**config.mk**
```make
export PLATFORM = sky130hd
export DESIGN_NAME = mc_datapath
export DESIGN_NICKNAME = d
export VERILOG_FILES = /design/src/rtl/mc_datapath.sv
export SDC_FILE = /design/constraint.sdc
export NUM_CORES = 2
export LEC_CHECK = 0
export BUFFER_PORTS_ARGS = -buffer_cell sky130_fd_sc_hd__buf_2
export CORE_AREA = 2 2 343 243
export DETAILED_ROUTE_END_ITERATION = 16
export DIE_AREA = 0 0 345 245
export GPL_TIMING_DRIVEN = 0
export PLACE_DENSITY_LB_ADDON = 0.1
export SLEW_MARGIN = 20
export SYNTH_ARGS = -nofsm -noshare
export SYNTH_HDL_FRONTEND = slang
export SYNTH_SLANG_ARGS = --single-unit
```
**constraint.sdc**
```tcl
create_clock -name clk -period 7.3 [get_ports clk]
set_input_delay 1.46 -clock clk [delete_from_list [all_inputs] [get_ports clk]]
set_output_delay 1.46 -clock clk [all_outputs]
set_load 0.05 [all_outputs]
```
**src/rtl/mc_datapath.sv**
```systemverilog
// mc_datapath: multicycle ARM-like datapath with one shared memory port, non-architectural
// IR/Data/A/B/ALUOut registers and a MemReady stall. Define MC_DATAPATH_MUL_EN for ALU MUL.
module mc_datapath #(
    parameter logic [31:0] RESET_PC = 32'h0000_0000,
    parameter int          ADDR_W   = 32
) (
    input  logic              clk,
    input  logic              reset,
    input  logic              PCWrite,
    input  logic              AdrSrc,
    input  logic              IRWrite,
    input  logic [1:0]        RegSrc,
    input  logic              RegWrite,
    input  logic [1:0]        ImmSrc,
    input  logic              ALUSrcA,
    input  logic [1:0]        ALUSrcB,
    input  logic [2:0]        ALUControl,
    input  logic [1:0]        ResultSrc,
    input  logic              MemReady,
    input  logic [31:0]       ReadData,
    output logic [ADDR_W-1:0] Adr,
    output logic [31:0]       WriteData,
    output logic [31:0]       Instr,
    output logic [3:0]        ALUFlags,
    output logic [31:0]       PC
);

    localparam int DATA_W = 32;
    localparam int NREGS  = 15;

    typedef enum logic [2:0] {
        ALU_ADD  = 3'b000,
        ALU_SUB  = 3'b001,
        ALU_AND  = 3'b010,
        ALU_ORR  = 3'b011,
        ALU_MUL  = 3'b100,
        ALU_EOR  = 3'b101,
        ALU_MOV  = 3'b110,
        ALU_ZERO = 3'b111
    } alu_op_t;

    logic [DATA_W-1:0] pc_q;
    logic [DATA_W-1:0] ir_q;
    logic [DATA_W-1:0] data_q;
    logic [DATA_W-1:0] a_q;
    logic [DATA_W-1:0] b_q;
    logic [DATA_W-1:0] aluout_q;
    logic [DATA_W-1:0] rf [0:NREGS-1];

    logic [3:0]        ra1;
    logic [3:0]        ra2;
    logic [3:0]        wa;
    logic [DATA_W-1:0] rd1;
    logic [DATA_W-1:0] rd2;
    logic [DATA_W-1:0] ext_imm;
    logic [DATA_W-1:0] src_a;
    logic [DATA_W-1:0] src_b;
    logic [DATA_W:0]   sum_w;
    logic [DATA_W:0]   dif_w;
    logic [DATA_W-1:0] alu_result;
    logic              flag_c;
    logic              flag_v;
    logic [DATA_W-1:0] result;
    logic [DATA_W-1:0] adr_full;

    // Register-file addressing; R15 is not stored, it reads back as Result.
    assign ra1 = RegSrc[0] ? 4'd15 : ir_q[19:16];
    assign ra2 = RegSrc[1] ? ir_q[15:12] : ir_q[3:0];
    assign wa  = ir_q[15:12];
    assign rd1 = (ra1 == 4'd15) ? result : rf[ra1];
    assign rd2 = (ra2 == 4'd15) ? result : rf[ra2];

    always_comb begin
        ext_imm = '0;
        case (ImmSrc)
            2'b00:   ext_imm = {24'd0, ir_q[7:0]};
            2'b01:   ext_imm = {20'd0, ir_q[11:0]};
            2'b10:   ext_imm = {{6{ir_q[23]}}, ir_q[23:0], 2'b00};
            default: ext_imm = '0;
        endcase
    end

    always_comb begin
        src_a = ALUSrcA ? pc_q : a_q;
        src_b = '0;
        case (ALUSrcB)
            2'b00:   src_b = b_q;
            2'b01:   src_b = ext_imm;
            2'b10:   src_b = 32'd4;
            default: src_b = '0;
        endcase
    end

    // Both add and subtract are formed 33 bits wide so the carry/borrow falls out of bit 32.
    assign sum_w = {1'b0, src_a} + {1'b0, src_b};
    assign dif_w = {1'b0, src_a} - {1'b0, src_b};

    always_comb begin
        alu_result = '0;
        flag_c     = 1'b0;
        flag_v     = 1'b0;
        case (alu_op_t'(ALUControl))
            ALU_ADD: begin
                alu_result = sum_w[DATA_W-1:0];
                flag_c     = sum_w[DATA_W];
                flag_v     = (src_a[31] == src_b[31]) && (alu_result[31] != src_a[31]);
            end
            ALU_SUB: begin
                alu_result = dif_w[DATA_W-1:0];
                flag_c     = ~dif_w[DATA_W];
                flag_v     = (src_a[31] != src_b[31]) && (alu_result[31] != src_a[31]);
            end
            ALU_AND: alu_result = src_a & src_b;
            ALU_ORR: alu_result = src_a | src_b;
            ALU_EOR: alu_result = src_a ^ src_b;
            ALU_MOV: alu_result = src_b;
`ifdef MC_DATAPATH_MUL_EN
            ALU_MUL: alu_result = src_a * src_b;
`else
            ALU_MUL: alu_result = '0;
`endif
            default: alu_result = '0;
        endcase
    end

    assign ALUFlags = {alu_result[31], (alu_result == '0), flag_c, flag_v};

    always_comb begin
        result = '0;
        case (ResultSrc)
            2'b00:   result = aluout_q;
            2'b01:   result = data_q;
            2'b10:   result = alu_result;
            default: result = '0;
        endcase
    end

    assign adr_full  = AdrSrc ? result : pc_q;
    assign Adr       = adr_full[ADDR_W-1:0];
    assign WriteData = b_q;
    assign Instr     = ir_q;
    assign PC        = pc_q;

    // State registers: reset wins over a stall; otherwise nothing moves while MemReady is low.
    always_ff @(posedge clk) begin
        if (reset) begin
            pc_q     <= RESET_PC;
            ir_q     <= '0;
            data_q   <= '0;
            a_q      <= '0;
            b_q      <= '0;
            aluout_q <= '0;
        end else if (MemReady) begin
            if (PCWrite) pc_q <= result;
            if (IRWrite) ir_q <= ReadData;
            data_q   <= ReadData;
            a_q      <= rd1;
            b_q      <= rd2;
            aluout_q <= alu_result;
        end
    end

    always_ff @(posedge clk) begin
        if (reset) begin
            for (int i = 0; i < NREGS; i++) rf[i] <= '0;
        end else if (MemReady && RegWrite && (wa != 4'd15)) begin
            rf[wa] <= result;
        end
    end

endmodule

```
### Word-level counts from Yosys, hierarchy flattened

Memory sizes are Yosys's and may differ from the RTL's.
Index checks and enable logic that the tools add are counted.

| storage, ports and cells | value |
|---|---|
| bits in registers | 192 |
| RAM bits | 480 |
| input port bits | 51 |
| output and inout port bits | 132 |
| logic and storage cells | 63 |
| memories kept | 1 |

Memory list:

| name | words | bits a word | read ports | clocked after memory_dff | write ports | line | RTL |
|---|---|---|---|---|---|---|---|
| rf | 15 | 32 | 2 | 0 | 15 | 48 | `logic [DATA_W-1:0] rf [0:NREGS-1];` |

| operators by class | value |
|---|---|
| $add $sub $neg | 2 |
| equal/unequal tests | 18 |
| mux-type cells | 20 |
| bitwise operators | 4 |
| reduce and logical (&&, ||, !) cells | 12 |

Operators by type and width:

| kind | count |
|---|---|
| $pmux W32 S3 | 3 |
| $pmux W32 S6 | 1 |
| $mux W32 | 5 |
| $add A32 B32 Y33 | 1 |
| $sub A32 B32 Y33 | 1 |
| $and A32 B32 Y32 | 1 |
| $logic_not A32 Y1 | 1 |
| $or A32 B32 Y32 | 1 |
| $reduce_or A32 Y1 | 1 |
| $xor A32 B32 Y32 | 1 |
| $mux W4 | 3 |
| $eq A4 B4 Y1 const B | 2 |
| $eq A2 B1 Y1 const B | 3 |
| $eq A2 B2 Y1 const B | 3 |
| $eq A3 B2 Y1 const B | 2 |
| $eq A3 B3 Y1 const B | 2 |
| $logic_not A2 Y1 | 3 |
| $mux W1 | 6 |
| $logic_and A1 B1 Y1 | 4 |
| $ne A4 B4 Y1 const B | 1 |
| $pmux W1 S2 | 2 |
| $reduce_and A2 Y1 | 2 |
| $eq A3 B1 Y1 const B | 1 |
| $logic_not A3 Y1 | 1 |
| 3 further kinds | 5 |

### Logic depth before layout (Yosys ltp)

| depth | value |
|---|---|
| depth after elaboration | 7 |
| gate-level depth with buffers | 21 |
| mapped depth without buffers | 18 |

### Least setup slack after synthesis

OpenSTA, ideal clock, no wires.

| path | value |
|---|---|
| path type | input port to output port |
| from | in ALUSrcA |
| to | out ALUFlags[2] |
| arrival time | 5.892 ns |
| required time | 5.840 ns |
| slack | -0.052 ns |
| stages | 18 |
| path buffers | 2 |
| path through | clkbuf_1 > clkbuf_1 > mux2_2 > inv_1 > ha_1 > inv_1 > fa_1 > a21o_1 > a221o_1 > a21oi_4 > o311a_2 > nand2_2 > a211oi_2 > o21a_1 > o22ai_1 > or4_1 > nor4_1 > and4_1 |

| on the way | value |
|---|---|
| cells in the longest elaborated chain, start to end | 4 |
| elaborated cells on any way between the ends | 8 |
| classes of those cells | add/sub: 2; mux: 2; bitwise: 3; reduce/logical: 1 |

Ends and longest elaborated chain:

| what | line | RTL |
|---|---|---|
| start, declared | 15 | `input logic ALUSrcA,` |
| $mux W32 (*) | 84 | `src_a = ALUSrcA ? pc_q : a_q;` |
| $sub A32 B32 Y33, or another cell as far along | 96 | `assign dif_w = {1'b0, src_a} - {1'b0, src_b};` |
| $pmux W32 S6 (*) | 102 | `case (alu_op_t'(ALUControl))` |
| $logic_not A32 Y1 (*) | 126 | `assign ALUFlags = {alu_result[31], (alu_result == '0), flag_c, flag_v};` |
| end, declared | 24 | `output logic [3:0] ALUFlags,` |

Mark *: on every way between the ends. The rest lies on a longest branch, timed or not.

### Worst setup path after layout

| path | value |
|---|---|
| from | in ImmSrc[1] |
| to | out ALUFlags[2] |

| on the way | value |
|---|---|
| cells in the longest elaborated chain, start to end | 6 |
| elaborated cells on any way between the ends | 12 |
| classes of those cells | add/sub: 2; eq/ne: 2; mux: 3; bitwise: 3; reduce/logical: 2 |

Ends and longest elaborated chain:

| what | line | RTL |
|---|---|---|
| start, declared | 14 | `input logic [1:0] ImmSrc,` |
| $eq A2 B2 Y1, or another cell as far along | 75 | `case (ImmSrc)` |
| $pmux W32 S3 (*) | 75 |  |
| $pmux W32 S3 (*) | 86 | `case (ALUSrcB)` |
| $sub A32 B32 Y33, or another cell as far along | 96 |  |
| $pmux W32 S6 (*) | 102 |  |
| $logic_not A32 Y1 (*) | 126 |  |

Marks and branches as above.

==> reports/qor.txt <==
status = finished, violations left
failing checks = setup timing
skew final = 39.2 ps
via count = 38500
gr usage total = 45.2%
antenna viol nets, final = 0
Hold WC Path Type = reg2reg
overall power = 0.0112 W
Worst slew margin = 13.2%
ys async rst share = 0%
critical path, cell by cell = buf_6, buf_8, and3b_1, o21ai_0, a21oi_2, inv_2, ha_4, buf_6, o211a_1, o31a_1, o31a_1, or3_1, mux2_4, a221oi_4, nand4_1, or4_4, nor4_4, and4_4, buf_8
first-pass GRT wire length = 268000 µm
CP Max Fanout = 10
clock power share = 35.2%
worst slew pin tran = 1300 ps
Tmin final = 7550 ps
mean routed wirelength per cell = 35.4 µm
Required @ worst endpoint = 5840 ps
critical path type = in2out
number of DRC markers in iteration 0 = 7090
layout cells sized above 1 = 22.7%
initial antenna violation count = 6
GP Congestion = 1.02
H-Tree Depth = 3
yosys warns = 0
nets@finish = 4577
clk root buf = clkbuf_16
core region area = 81500 µm²
Cells after Synth = 4025
Detailed Routing Iterations Pass 1 = 8
Leakage Power = 18.2 nW
Setup-failing EPs final = 10
Synth-to-Final Area Change = 19.9%
Comb power frac = 23.9%
pin count of the biggest net entering global routing = 33
Pint = 0.00755 W
number of flops mapped to enable cells by yosys = 506
hold_buf cts = 0
slowest CP cell = or4_4
Avg Inst Size Synth = 10.0 µm²
Synth area leader = edfxtp_1
f_max = 132 MHz
Synth Register Bits = 698
total net switching power = 0.00367 W
clk sinks = 698
Max-Cap Viols = 0
number of global-route vias before repair = 34900
critical path startpoint category = primary input
RSZ-0062 raised after global routing = yes
Clock Path Buffers = 3
fin. max-slew vios = 0
switch share = 32.7%
synth unique cells = 98
TritonCTS Buffers = 73
DIE WIDTH = 345 µm
Initial Util = 49.5%
Vias/cell = 6.92
Tcrit/Tclk final = 103%
Rows = 88
Peak VDD IR = 211 µV
max incr delay on CP = 650 ps
hpwl dp = 148000 µm
crit path DAT = 6090 ps
Fill cells = 7079
Seq/Total Area, Yosys = 47.2%
Die Ht = 245 µm
die footprint = 84500 µm²
top_reg_cell synth = edfxtp_1
post-synthesis cell area = 40300 µm²
total gr overflow = 0
PD cells = 232 nW/µm²
final hold vios = 0
post-synth top area share = 37.7%
dpl ws = -3220 ps
Clock Pin Slew Worst Setup and Hold Paths = 60 ps
Area contributors post-synth = edfxtp_1 38%, mux4_2 10%, dfxtp_1 9.5%, nor2_1 7.4%, nand2_1 3.7%
CP Capture Type = primary output
routed wire length = 197000 µm
final worst slack = -251 ps
TritonCTS clock tree = done
port buffer count = 174
I/O pin cnt = 183
Flop pwr share = 40.9%
Skew-Pair Late Insertion Delay = 650 ps
DR DRC count = 0
[cell type report]
class | instances | area (µm²) | area share, %
Timing Repair Buffer | 308 | 2230 | 4.62
Inverter | 132 | 512 | 1.06
Buffer | 371 | 1850 | 3.83
Multi-Input combinational cell | 2841 | 20900 | 43.3
Tap cell | 1080 | 1350 | 2.80
Clock buffer | 97 | 2030 | 4.20
Sequential cell | 698 | 19000 | 39.4
Antenna cell | 8 | 20.0 | 0.0414
Clock inverter | 28 | 368 | 0.761
[cells in the mapped netlist, types with 8 or more instances]
library cell / count
nor2_1: 799
edfxtp_1: 506
nand2_1: 397
clkbuf_1: 296
a21oi_1: 262
dfxtp_1: 192
mux4_2: 186
inv_1: 127
o21ai_0: 115
a211oi_1: 105
mux2i_1: 103
ha_1: 99
nand3_1: 86
o22ai_1: 84
o221ai_1: 67
buf_1: 42
mux2_2: 40
nor3_1: 35
buf_2: 32
o211ai_1: 31
nor2b_1: 24
a31oi_1: 23
nand2b_1: 22
a22oi_1: 18
and3_1: 17
o21a_1: 16
a31o_2: 15
nor4_1: 14
a21o_1: 13
a211o_1: 11
nand4_1: 11
a221o_1: 10
a311oi_1: 10
o31ai_1: 10
or2_2: 10
a221oi_1: 9
o211a_1: 9
o21bai_1: 9
a32oi_1: 8
and2_1: 8
nor3b_1: 8
o21ai_1: 8
o311ai_0: 8
o31a_1: 8
or3_1: 8
[logic make-up (layout without fill, tap and decap cells)]
logic type,after synthesis,after routing,synth area share [%]
XOR/XNOR,7,7,0.152
adder cells (fa/ha/maj),101,101,3.17
flip-flops,698,698,47.2
AND/OR/NAND/NOR,1472,1472,15.3
buffers and inverters,511,936,4.97
multiplexers,332,332,14.2
AO/OA/AOI/OAI,903,903,15.0
other,1,34,0.00930
[per-stage QoR]
stage | instances | instance area, µm² | hold slack [ps] | TNS, ps | util [%]
floorplan | 4050 | 40400 | 438 | 0 | -
global placement | 5304 | 42600 | 442 | -581780 | 52.3
detailed placement | 5321 | 43000 | 447 | -297870 | 52.8
CTS | 5504 | 47100 | 456 | -509 | 57.9
global route | 5555 | 48300 | 471 | -1090 | 59.3
finish | 5563 | 48300 | 451 | -1040 | 59.3
[worst paths after layout]
| path | cells past startpoint | slack [ps] | startpoint | to |
|---|---|---|---|---|
| max | 19 | -250 | ImmSrc[1] | ALUFlags[2] |
| min | 2 | 450 | Instr[25] | Instr[25] |
| max reg2reg | 21 | 1860 | Instr[18] | rf[2][27] |
| min reg2reg | 2 | 450 | Instr[25] | Instr[25] |
[worst max-delay path, delay by kind of cell]
family | cells | cell delay, ps
and+or+nand+nor | 6 | 2030
AOI/OAI and AO/OA | 6 | 1390
buffers and inverters | 5 | 650
muxes | 1 | 320
adders and majority gates | 1 | 220
[metal layers]
layer  vias to the layer above  wire length, µm  global-route usage (%)
met1                     19000            77900                    64.9
li1                      15600                -                       -
met3                       492            34900                    20.4
met2                      3461            74900                    58.7
met4                         2             9000                    17.4
met5                         -               13                   0.170
[power by group through the flow]
stage	logic (W)	registers [W]	clock network, W
after global routing	0.00274	0.00460	0.00404
after detailed placement	0.00222	0.00466	0
after floorplan	0.00129	0.00470	0
after global placement	0.00221	0.00466	0
final	0.00268	0.00459	0.00394
after CTS	0.00243	0.00457	0.00389
[what timing repair did]
item,in CTS,in global routing
buffers inserted,61,52
gates cloned,0,2
pin swaps,60,71
resized for setup,281,188
setup endpoints to repair,208,26
[flip-flops by register name, summed over array words and instances, names as in the netlist]
register	cells
rf	506
aluout_q	32
WriteData	32
Instr	32
a_q	32
data_q	32
PC	32
[cells in the final DEF, fill, tap and decap left out, types with 96 or more instances in the layout]
| cell type | n |
|---|---|
| a211oi_1 | 96 |
| a21oi_1 | 207 |
| buf_2 | 183 |
| buf_4 | 121 |
| clkbuf_1 | 249 |
| dfxtp_1 | 192 |
| edfxtp_1 | 506 |
| inv_1 | 119 |
| mux2i_1 | 101 |
| mux4_2 | 186 |
| nand2_1 | 372 |
| nor2_1 | 782 |
| o21ai_0 | 103 |
Note: power is estimated with default switching activity, not from simulation.
